<file path="src/rtl/motoro3_speed_ramp.sv">
// motoro3_speed_ramp: soft-start/soft-stop speed sequencer (align, ramp, run, ramp-down)
// feeding m3start/m3freq of the 3-phase commutation state machine.
module motoro3_speed_ramp #(
  parameter int TICK_DIV    = 10000,
  parameter int STEP_INC    = 1,
  parameter int FREQ_MIN    = 10,
  parameter int ALIGN_TICKS = 200
) (
  input  logic       clk,
  input  logic       nRst,
  input  logic       cmdRun,
  input  logic [9:0] cmdFreq,
  input  logic       estop,
  output logic       m3start,
  output logic [9:0] m3freq,
  output logic [2:0] m3state,
  output logic       rampBusy,
  output logic       atSpeed
);
  typedef enum logic [2:0] {IDLE = 3'd0, ALIGN = 3'd1, RAMP = 3'd2, RUN = 3'd3, STOP = 3'd4} state_t;
  localparam logic [13:0] TICK_LAST = 14'(TICK_DIV - 1);
  localparam logic [10:0] STEP      = 11'(STEP_INC);
  localparam logic [9:0]  STEP10    = 10'(STEP_INC);
  localparam logic [9:0]  FMIN      = 10'(FREQ_MIN);
  localparam logic [9:0]  ALIGN_N   = 10'(ALIGN_TICKS);
  state_t      r_state, w_state;
  logic [13:0] r_tcnt, w_tcnt;
  logic [9:0]  r_acnt, w_acnt, r_freq, w_freq;
  logic        r_start, r_busy, r_at;
  logic        w_tick;
  logic [9:0]  w_tgt, w_ramp, w_stop;
  logic [10:0] w_up;
  assign w_tick = r_tcnt == TICK_LAST;
  assign w_tgt  = (cmdFreq < FMIN) ? FMIN : cmdFreq;
  assign w_up   = {1'b0, r_freq} + STEP;
  // Downward steps compare against limit+STEP so the subtraction can never underflow
  assign w_ramp = (r_freq < w_tgt) ? ((w_up >= {1'b0, w_tgt}) ? w_tgt : w_up[9:0])
                : (r_freq > w_tgt) ? (({1'b0, r_freq} >= {1'b0, w_tgt} + STEP) ? r_freq - STEP10 : w_tgt)
                : r_freq;
  assign w_stop = ({1'b0, r_freq} >= {1'b0, FMIN} + STEP) ? r_freq - STEP10 : FMIN;
  always_comb begin
    w_state = r_state;
    w_freq  = r_freq;
    w_acnt  = r_acnt;
    w_tcnt  = w_tick ? '0 : r_tcnt + 14'd1;
    if (estop) begin
      w_state = IDLE;
      w_freq  = '0;
    end else begin
      unique case (r_state)
        IDLE: if (cmdRun) begin
          w_state = ALIGN;
          w_freq  = FMIN;
          w_acnt  = '0;
          w_tcnt  = '0;
        end
        ALIGN: if (!cmdRun) begin
          w_state = IDLE;
          w_freq  = '0;
        end else if (w_tick) begin
          w_acnt  = r_acnt + 10'd1;
          w_state = (r_acnt + 10'd1 == ALIGN_N) ? RAMP : ALIGN;
        end
        RAMP: if (!cmdRun) begin
          w_state = STOP;
        end else if (w_tick) begin
          w_freq  = w_ramp;
          w_state = (w_ramp == w_tgt) ? RUN : RAMP;
        end
        RUN: if (!cmdRun) begin
          w_state = STOP;
        end else if (w_tick && w_tgt != r_freq) begin
          w_state = RAMP;
        end
        STOP: if (cmdRun) begin
          w_state = RAMP;
        end else if (w_tick) begin
          w_state = (r_freq <= FMIN) ? IDLE : STOP;
          w_freq  = (r_freq <= FMIN) ? 10'd0 : w_stop;
        end
        default: begin
          w_state = IDLE;
          w_freq  = '0;
        end
      endcase
    end
  end
  always_ff @(posedge clk or negedge nRst) begin
    if (!nRst) begin
      r_state <= IDLE;
      r_tcnt  <= '0;
      r_acnt  <= '0;
      r_freq  <= '0;
      r_start <= 1'b0;
      r_busy  <= 1'b0;
      r_at    <= 1'b0;
    end else begin
      r_state <= w_state;
      r_tcnt  <= w_tcnt;
      r_acnt  <= w_acnt;
      r_freq  <= w_freq;
      r_start <= w_state != IDLE;
      r_busy  <= w_state == ALIGN || w_state == RAMP || w_state == STOP;
      r_at    <= w_state == RUN;
    end
  end
  assign m3start  = r_start;
  assign m3freq   = r_freq;
  assign m3state  = r_state;
  assign rampBusy = r_busy;
  assign atSpeed  = r_at;
endmodule

</file>
<file path="config.mk">
export PLATFORM = sky130hd
export DESIGN_NAME = motoro3_speed_ramp
export DESIGN_NICKNAME = d
export VERILOG_FILES = /design/src/rtl/motoro3_speed_ramp.sv
export SDC_FILE = /design/constraint.sdc
export NUM_CORES = 1
export LEC_CHECK = 0
export CAP_MARGIN = 20
export CORE_UTILIZATION = 55
export CTS_CLUSTER_SIZE = 30
export DETAILED_ROUTE_END_ITERATION = 10
export PLACE_DENSITY = 0.86
export REMOVE_ABC_BUFFERS = 1
export SYNTH_ARGS = -nofsm -noshare
export SYNTH_HDL_FRONTEND = slang
export SYNTH_SLANG_ARGS = --single-unit
</file>
<file path="constraint.sdc">
create_clock -name clk -period 3.71 [get_ports clk]
set_clock_uncertainty 0.15 [all_clocks]
set_input_delay 0.742 -clock clk [delete_from_list [all_inputs] [get_ports clk]]
set_output_delay 0.742 -clock clk [all_outputs]
set_load 0.1 [all_outputs]
</file>
==> flow_summary.yaml, run 1 <==
synthesis:
  synth_fa_ha_area_frac: 0.103
  muxShareOfSynthArea: 0.0304
  synth_ff_type: "dfrtp_1"
  yosys.area.top_type: "dfrtp_1"
  yosysWarnings: 0
  synthTopCellsByArea: "dfrtp_1 (23%), ha_1 (10%), o21ai_0 (6.2%)"
  synthDistinctLibCells: 64
  synth_compound_area_frac: 0.235
  syn-cell-area_sq_mm: 0.00437
  synth_top_family_by_area: "simple AND/OR/NAND/NOR gates"
  synthCells: 576
  synthSimpleGateAreaFrac: 0.246
  synth_top_area_share: 0.229
  syn_area_per_cell_sq_um: 7.58
  seq_area_frac_synth: 0.229
  synth_seq_cells: 40
  synth-async-reset-ratio: 1.00
  synth_xor_area_frac: 0.0940
  synth_edf_count: 0
timing:
  finalSetupViolations: 6
  period_minus_slack_ns: 3.75
  relSlewSlack: 0.358
  fin_ws_ns: -0.0425
  tightest_slew_ns: 0.960
  min_period_over_period: 1.01
  hold_viol: 0
  fmax_mhz: 266
  fin_hold_ws_ns: 0.313
  rsz0062_at_grt: "yes"
  drv_slew: 0
clock_tree:
  clockBufferDepth: 2
  clk_pin_slew_ns: 0.08
  clockRootBuffer: "clkbuf_8"
  cts_tree: "yes"
  insertion_delay_ns: 0.30
  cts_buffers: 5
  h-tree-depth: 2
  postCtsHoldBufs: 0
  clkSinkCount: 40
routing:
  wl_met2_mm: 7.21
  vias_per_cell: 6.60
  drtIter0Drc: 532
  num_vias: 5067
  drt-met1-wl_mm: 6.01
  wl_met3_mm: 1.43
  wl_per_cell_um: 20.2
  postRouteWirelength_mm: 15.5
  antenna_left: 0
  firstDrtPassIters: 8
  highest_layer: "met4"
  drc: 0
critical_path:
  critPathMaxStageDelay_ns: 0.30
  cp_top_family: "compound AO/OA/AOI/OAI gates"
  critPathArrivalTime_ns: 3.77
  worst_path_max_delay_cell: "ha_1"
  worst-path-buf-inv: 4
  critPathCaptureType: "flip-flop"
  path_cells: "dlygate4sd2_1 -> nor2_2 -> nand3_1 -> nand2_2 -> inv_2 -> ha_4 -> nand3_4 -> nor4_4 -> xnor2_1 -> ha_1 -> o21ai_2 -> nor2_2 -> o21ai_2 -> o21ai_4 -> buf_12 -> buf_8 -> a21oi_2 -> a31oi_2 -> o22ai_1 -> o21a_1 -> o221ai_2"
  worst-endpoint-required_ns: 3.73
  start_kind: "input pin"
  critPathKind: "in -> reg"
  crit_path_max_fanout: 7
global_route:
  grt_max_degree: 41
  antenna_found_initial: 0
  grt_usage: 0.380
  grt_pass1_vias: 4948
  grt_pass1_wl_mm: 25.0
  grt_remaining_overflow: 0
floorplanning:
  ioPinCount: 30
  rows: 32
  coreArea_sq_mm: 0.00769
  dieArea_sq_mm: 0.00830
  die_w_um: 91.1
  start_util: 0.568
  die_y_um: 91.1
power:
  power_frac_seq: 0.390
  pwr-share-clk: 0.307
  power.density_mw_per_mm2: 218
  power.total_uw: 1250
  switching_share: 0.333
  p_switching_uw: 415
  power_frac_comb: 0.303
  ir_drop_mv: 0.127
  power.internal_uw: 830
  leakage_uw: 0.00256
run_status:
  status: "complete, but fails checks"
  violations: "setup timing"
final_layout:
  multi_input_area_sq_mm: 0.00341
  syn_to_final_growth_pct: 30.8
  drive_gt1_frac: 0.278
  num_antenna_cells: 0
  finalNetCount: 715
  seq_area_sq_mm: 0.00100
  fin_area_sq_mm: 0.00571
  fillers: 599
placed_design:
  hpwl_mm: 10.9
  placed_cell_area_sq_mm: 0.00518
  place.gp.congestion: 0.998
  portBuffers: 29
hold_path:
  hold_class: "reg -> reg"
run:
  cap_violations: 0
[timing repair]
item,in CTS,in global routing
pin swaps,29,31
resized for setup,67,44
hold endpoints to repair,0,0
buffers inserted,8,2
cloned,2,0
endpoints found under the setup margin,14,14
[cells in the mapped netlist (all sizes together) (5+ instances only)]
| cell | instances |
|---|---|
| o221ai | 5 |
| nor3 | 15 |
| dfrtp | 40 |
| inv | 34 |
| nor4 | 12 |
| nor2b | 5 |
| buf | 15 |
| and3 | 6 |
| nand2b | 6 |
| xor2 | 15 |
| nand2 | 48 |
| ha | 36 |
| nor2 | 64 |
| xnor2 | 31 |
| mux2i | 11 |
| a31oi | 9 |
| or3 | 5 |
| o21ai | 58 |
| a21oi | 35 |
| a211oi | 13 |
| o31ai | 6 |
| clkbuf | 18 |
| nand4 | 5 |
| nand3 | 30 |
[power groups by stage]
stage | clock network, uW | registers [uW] | logic (uW)
after floorplan | 0 | 517 | 177
after global placement | 0 | 491 | 328
after global routing | 399 | 490 | 408
after detailed placement | 0 | 494 | 341
after CTS | 384 | 485 | 355
final | 382 | 486 | 377
[state kept, by name, summed over array words and instances (netlist names)]
name,count
r_tcnt,14
m3freq,10
r_acnt,10
m3state,3
atSpeed,1
m3start,1
rampBusy,1
[layout by cell type (no fill, tap or decap), types with 4 or more instances in the layout]
cell type,n
o221ai_1,4
a211oi_2,5
nor2_1,58
o31ai_1,5
a31oi_1,6
buf_4,93
nand2_1,44
mux2i_1,10
nand4_1,5
nand3_1,26
o21ai_2,6
xor2_1,15
o22ai_1,4
nor2_2,5
nand2b_1,6
nor2b_1,5
xnor2_1,29
a21oi_1,23
o21ai_0,39
clkdlybuf4s50_1,6
dfrtp_1,40
nor3_1,12
ha_1,35
nand2_2,4
inv_1,32
or4_1,4
a211oi_1,8
o21ai_1,10
nor4_1,7
a21o_1,4
buf_6,5
and3_1,6
a21oi_2,12
clkbuf_8,6
dlygate4sd2_1,5
[per-layer routing]
| layer | global-route usage | up-vias |
|---|---|---|
| met5 | 0 | - |
| met4 | 0.201 | 0 |
| met3 | 0.0586 | 91 |
| met2 | 0.633 | 325 |
| met1 | 0.473 | 2383 |
| li1 | - | 2268 |
[stage by stage]
stage                     setup TNS, ns  utilization  cells  setup slack, ns
after floorplan                  -10.67            -    543           -0.910
after global placement            -9.66        0.674    749           -0.790
after detailed placement         -11.56        0.674    749           -0.929
after CTS                       -0.0408        0.725    767          -0.0408
after global routing              -1.76        0.743    768           -0.184
final                            -0.170        0.743    768          -0.0425
[layout make-up]
cell class | instances | share of cell area
timing repair buffer | 115 | 0.163
tap | 102 | 0.0223
multi-input combinational | 469 | 0.596
sequential | 40 | 0.175
clock buffer | 6 | 0.0145
clock inverter | 2 | 0.00679
inverter | 34 | 0.0223
[cell families (layout without fill, tap and decap cells)]
family                     Yosys count  in the layout
and+or+nand+nor                    212            212
AOI/OAI and AO/OA                  162            162
buffers and inverters               67            157
xor gates and xnor gates            46             46
DFF                                 40             40
adders and majority gates           36             36
muxes                               13             13
[path summary, 6_finish.rpt]
| kind | endpoint | slack, ns | cells past startpoint | from |
|---|---|---|---|---|
| max reg2reg | m3freq[0]$_DFFE_PN0P_ | 0.07 | 16 | m3freq[1]$_DFFE_PN0P_ |
| min | r_tcnt[0]$_DFF_PN0_ | 0.31 | 1 | r_tcnt[0]$_DFF_PN0_ |
| max | m3freq[2]$_DFFE_PN0P_ | -0.04 | 21 | cmdFreq[5] |
| min in group asynchronous | r_tcnt[7]$_DFF_PN0_ | 0.40 | 1 | nRst |
| min reg2reg | r_tcnt[0]$_DFF_PN0_ | 0.31 | 1 | r_tcnt[0]$_DFF_PN0_ |
| max in group asynchronous | r_acnt[7]$_DFFE_PN0P_ | 2.46 | 1 | nRst |
(Power assumes the default switching activity.)
==> run 2, diff against run 1 <==
Settings changed: CORE_UTILIZATION 55 to 30, PLACE_DENSITY 0.86 to 0.56.
==> flow_summary.yaml, run 2 (synthesized netlist as in run 1, its figures left out) <==
critical_path:
  r2r_start: "m3freq[0]$_DFFE_PN0P_"
  start_kind: "input pin"
  r2r_setup_slack_ns: 0.16
  worst-endpoint-required_ns: 3.77
  r2r_end: "m3freq[5]$_DFFE_PN0P_"
  r2r_cells: 13
  critPathCaptureType: "flip-flop"
  critPathArrivalTime_ns: 3.82
  critPathKind: "in -> reg"
  crit_path_max_fanout: 7
final_layout:
  final_cell_mix: "buf_4 (88), nor2_1 (59), nand2_1 (45)"
  largest_reg_flops: 14
  num_antenna_cells: 0
  finalNetCount: 712
  drive_gt1_frac: 0.261
  syn_to_final_growth_pct: 32.3
  final_common_cell: "buf_4"
  regMostFlops: "r_tcnt"
  fillers: 1408
floorplanning:
  dieArea_sq_mm: 0.0150
  rows: 43
  start_util: 0.311
  coreArea_sq_mm: 0.0140
  die_w_um: 123
  die_y_um: 123
  ioPinCount: 30
global_route:
  grt_pass1_vias: 4498
  grt_usage: 0.199
  grt_max_degree: 41
  use_met3: 0.0283
  antenna_found_initial: 0
  gr-usage-met2: 0.313
  grtUsageMet1: 0.282
  busiest_layer: "met2"
  grt_pass1_wl_mm: 23.4
  grt_remaining_overflow: 0
routing:
  antenna_left: 0
  vias_per_cell: 5.56
  postRouteWirelength_mm: 14.5
  drtIter0Drc: 394
  firstDrtPassIters: 5
  num_vias: 4687
  wl_per_cell_um: 17.2
  drc: 0
timing:
  fmax_mhz: 266
  tightest_slew_ns: 0.960
  rsz0062_at_grt: "yes"
  relSlewSlack: 0.358
  period_minus_slack_ns: 3.76
  finalSetupViolations: 10
  hold_viol: 0
  tns_ns: -0.284
  min_period_over_period: 1.01
  fin_ws_ns: -0.0473
  drv_slew: 0
power:
  ir_drop_mv: 0.153
  power.density_mw_per_mm2: 238
  leakage_uw: 0.00256
clock_tree:
  clockRootBuffer: "clkbuf_16"
  clkSinkCount: 40
  cts_buffers: 5
  insertion_delay_ns: 0.29
  clk_pin_slew_ns: 0.06
  cts_tree: "yes"
  postCtsHoldBufs: 0
  h-tree-depth: 2
  clockBufferDepth: 2
hold_path:
  min_path_cells: 1
  worstHoldStart: "r_tcnt[0]$_DFF_PN0_"
  hold_path_end: "r_tcnt[0]$_DFF_PN0_"
  hold_class: "reg -> reg"
placed_design:
  portBuffers: 29
  place.gp.congestion: 0.959
  hpwl_mm: 10.9
  post-place-ws_ns: -1.04
run:
  cap_violations: 0
run_status:
  violations: "setup timing"
  status: "complete, but fails checks"
-- run 2: changes by cell type in the layout (fill, tap and decap cells not counted), moves of 2 or more --
| cell | delta |
|---|---|
| a21oi_1 | +3 |
| a21oi_2 | -3 |
| a31oi_1 | +2 |
| a31oi_2 | -2 |
| buf_4 | -5 |
| buf_6 | +2 |
| clkbuf_16 | +5 |
| clkbuf_8 | -5 |
| o21ai_0 | +2 |
| o21ai_4 | -3 |
-- run 2: what timing repair did --
action	in CTS	in global routing
gates cloned	1	0
buffers inserted	8	1
pin swaps	30	11
resized for setup	70	25
setup endpoints to repair	14	14
-- run 2: routing by layer --
layer	wire [um]	vias up
li1	-	2250
met1	6710	2248
met2	6580	171
met3	956	18
met4	228	0
met5	0	-
-- run 2: area by class of cell --
class	instances	area [sq um]	share of cell area
repair buffers	112	901	0.156
well taps	180	225	0.0390
clock buffers	6	139	0.0240
flip-flops and latches	40	1000	0.173
inverters	34	128	0.0221
multi-input cells	469	3350	0.579
clock inverters	2	38.8	0.00671
-- run 2: worst max-delay path by stage --
stage / start / end / slack (ns) / depth (start not counted)
after global placement: cmdFreq[8] / m3freq[1]$_DFFE_PN0P_ / -0.88 / 21
after floorplan: m3freq[0]$_DFFE_PN0P_ / rampBusy$_DFF_PN0_ / -0.91 / 14
after CTS: cmdFreq[9] / m3freq[5]$_DFFE_PN0P_ / 0.01 / 15
after detailed placement: cmdFreq[8] / m3freq[1]$_DFFE_PN0P_ / -1.04 / 21
final: cmdFreq[9] / m3freq[9]$_DFFE_PN0P_ / -0.05 / 20
after global routing: cmdFreq[9] / m3freq[5]$_DFFE_PN0P_ / -0.21 / 21
-- run 2: critical path, cell delays in order --
cell,delay [ns]
buf_8,0.10
nor4_4,0.30
buf_4,0.17
a31o_4,0.17
ha_4,0.16
nand3_4,0.10
nor4_4,0.15
xnor2_1,0.10
ha_1,0.33
o21ai_1,0.15
nor2_1,0.07
o21ai_1,0.16
o21ai_2,0.11
buf_6,0.16
buf_4,0.13
buf_6,0.12
a31oi_1,0.12
o22ai_1,0.09
mux2_2,0.26
o21ai_1,0.11
-- run 2: metrics by stage --
stage                     power (uW)  utilization  hold WS [ns]  std cells  instance area, sq um
after floorplan                  694            -         0.275        543                  4230
after global placement           826        0.377         0.293        828                  5290
after detailed placement         831        0.377         0.313        828                  5290
after CTS                       1370        0.405         0.321        842                  5690
after global routing            1450        0.412         0.328        843                  5780
final                           1380        0.412         0.319        843                  5780
-- run 2: power by group --
| group | internal (uW) | leakage (uW) | switching [uW] |
|---|---|---|---|
| clock network | 337 | 0.0000871 | 184 |
| logic | 147 | 0.00192 | 220 |
| registers | 462 | 0.000547 | 24.1 |
| total | 946 | 0.00256 | 429 |
==> run 3, diff against run 2 <==
--- a/config.mk
+++ b/config.mk
@@ -8,8 +8,10 @@
 export CAP_MARGIN = 20
 export CORE_UTILIZATION = 30
+export CTS_BUF_LIST = sky130_fd_sc_hd__clkbuf_16
 export CTS_CLUSTER_SIZE = 30
 export DETAILED_ROUTE_END_ITERATION = 10
 export PLACE_DENSITY = 0.56
 export REMOVE_ABC_BUFFERS = 1
+export SLEW_MARGIN = 25
 export SYNTH_ARGS = -nofsm -noshare
 export SYNTH_HDL_FRONTEND = slang
==> constraint.sdc (replaced) <==
create_clock -name clk -period 3.71 [get_ports clk]
set_clock_uncertainty 0.15 [all_clocks]
set_input_delay 0.371 -clock clk [delete_from_list [all_inputs] [get_ports clk]]
set_output_delay 0.371 -clock clk [all_outputs]
set_load 0.1 [all_outputs]
==> flow_summary.yaml, run 3 (synthesized netlist as in run 1, its figures left out) <==
clock_tree:
  clockBufferDepth: 2
  cts_tree: "yes"
  insertion_delay_ns: 0.29
  h-tree-depth: 2
  postCtsHoldBufs: 0
  cts_buffers: 5
  clockRootBuffer: "clkbuf_16"
  clkSinkCount: 40
  clk_pin_slew_ns: 0.06
critical_path:
  worst-endpoint-required_ns: 3.71
  critPathArrivalTime_ns: 3.64
  critPathMaxStageDelay_ns: 0.33
  crit_path_max_fanout: 5
  worst_path_max_delay_cell: "ha_1"
  cpMostUsedCell: "buf_4"
  start_kind: "input pin"
  critPathCaptureType: "flip-flop"
  critPathKind: "in -> reg"
  path_cells: "dlygate4sd2_1 -> nor4_4 -> buf_4 -> nand3_1 -> nand2_2 -> inv_2 -> ha_4 -> nand3_4 -> nor2_1 -> xnor2_1 -> ha_1 -> a21oi_2 -> o21ai_2 -> a21oi_2 -> o21ai_2 -> buf_6 -> buf_4 -> buf_4 -> a21oi_1 -> a31oi_1 -> o22ai_1 -> o21a_1 -> o221ai_1"
  worst-path-buf-inv: 6
  cp_top_family: "compound AO/OA/AOI/OAI gates"
routing:
  drc: 0
  postRouteWirelength_mm: 14.1
  firstDrtPassIters: 6
  wl_per_cell_um: 17.1
  drtIter0Drc: 328
  vias_per_cell: 5.55
  antenna_left: 0
  num_vias: 4593
power:
  power_frac_seq: 0.364
  p_switching_uw: 417
  pwr-share-clk: 0.378
  power.internal_uw: 918
  leakage_uw: 0.00241
  power_frac_comb: 0.258
  ir_drop_mv: 0.173
  power.density_mw_per_mm2: 242
  switching_share: 0.312
global_route:
  grt_usage: 0.192
  grt_pass1_vias: 4470
  grt_max_degree: 41
  antenna_found_initial: 0
  grt_pass1_wl_mm: 22.8
  grt_remaining_overflow: 0
final_layout:
  regMostFlops: "r_tcnt"
  seq_area_sq_mm: 0.00100
  largest_reg_flops: 14
  syn_to_final_growth_pct: 26.5
  multi_input_area_sq_mm: 0.00319
  drive_gt1_frac: 0.181
  final_cell_count_no_fill: 828
  final_common_cell: "buf_4"
  num_antenna_cells: 0
  fillers: 1443
  final_cell_mix: "buf_4 (65), nor2_1 (61), o21ai_0 (50)"
  finalNetCount: 697
  utilization: 0.394
floorplanning:
  die_y_um: 123
  start_util: 0.311
  die_w_um: 123
  coreArea_sq_mm: 0.0140
  rows: 43
  ioPinCount: 30
  dieArea_sq_mm: 0.0150
timing:
  tns_ns: 0
  period_minus_slack_ns: 3.64
  fmax_mhz: 275
  min_period_over_period: 0.981
  finalSetupViolations: 0
  relSlewSlack: 0.351
  rsz0062_at_grt: "yes"
  hold_viol: 0
  tightest_slew_ns: 0.971
  drv_slew: 0
run_status:
  status: "finished clean"
placed_design:
  place.gp.congestion: 0.916
  dp.cells: 817
  portBuffers: 29
  hpwl_mm: 10.8
run:
  cap_violations: 0
hold_path:
  hold_class: "in -> async"
[run 3: final timing paths]
kind | start | end | slack [ns] | cells past startpoint
worst max register to register | m3freq[2]$_DFFE_PN0P_ | m3state[0]$_DFF_PN0_ | 0.17 | 16
worst max-delay path | cmdFreq[7] | m3freq[2]$_DFFE_PN0P_ | 0.07 | 23
worst min-delay path | nRst | r_acnt[0]$_DFFE_PN0P_ | 0.06 | 1
max in group asynchronous | nRst | m3freq[9]$_DFFE_PN0P_ | 2.79 | 1
min in group clk | r_tcnt[0]$_DFF_PN0_ | r_tcnt[0]$_DFF_PN0_ | 0.32 | 1
worst min register to register | r_tcnt[0]$_DFF_PN0_ | r_tcnt[0]$_DFF_PN0_ | 0.32 | 1
[run 3: area by class of cell]
| cell class | instances | share of cell area |
|---|---|---|
| Timing Repair Buffer | 97 | 0.147 |
| Clock buffer | 5 | 0.0226 |
| Inverter | 34 | 0.0231 |
| Clock inverter | 3 | 0.00838 |
| Multi-Input combinational cell | 469 | 0.577 |
| Sequential cell | 40 | 0.181 |
| Tap cell | 180 | 0.0408 |
[run 3: per-stage QoR]
stage	total power, uW	worst slack [ns]	area [sq um]	hold WS (ns)
floorplan	694	-0.910	4230	-0.0746
global placement	821	-0.573	5250	0.292
detailed placement	826	-0.741	5250	0.315
CTS	1340	0.0381	5450	0.0919
global route	1400	-0.0599	5530	0.142
finish	1340	0.0687	5530	0.0617
[run 3: timing repair]
action	in CTS	in global routing
pin swaps	3	11
gates resized for setup	9	23
buffers inserted	2	1
hold endpoints to repair	0	0
endpoints found under the setup margin	14	14
[run 3: power groups by stage]
stage	combinational, uW	clock (uW)	sequential (uW)
4_1_cts	334	517	486
2_1_floorplan	177	0	517
3_5_place_dp	333	0	493
3_3_place_gp	329	0	493
5_1_grt	379	531	490
6_report	345	505	486
[run 3: layer usage]
metal	GRT usage	vias to the layer above	wire length, um
li1	-	2222	-
met1	0.276	2186	6790
met2	0.299	166	6260
met3	0.0200	19	800
met4	0.0564	0	267
met5	0	-	0
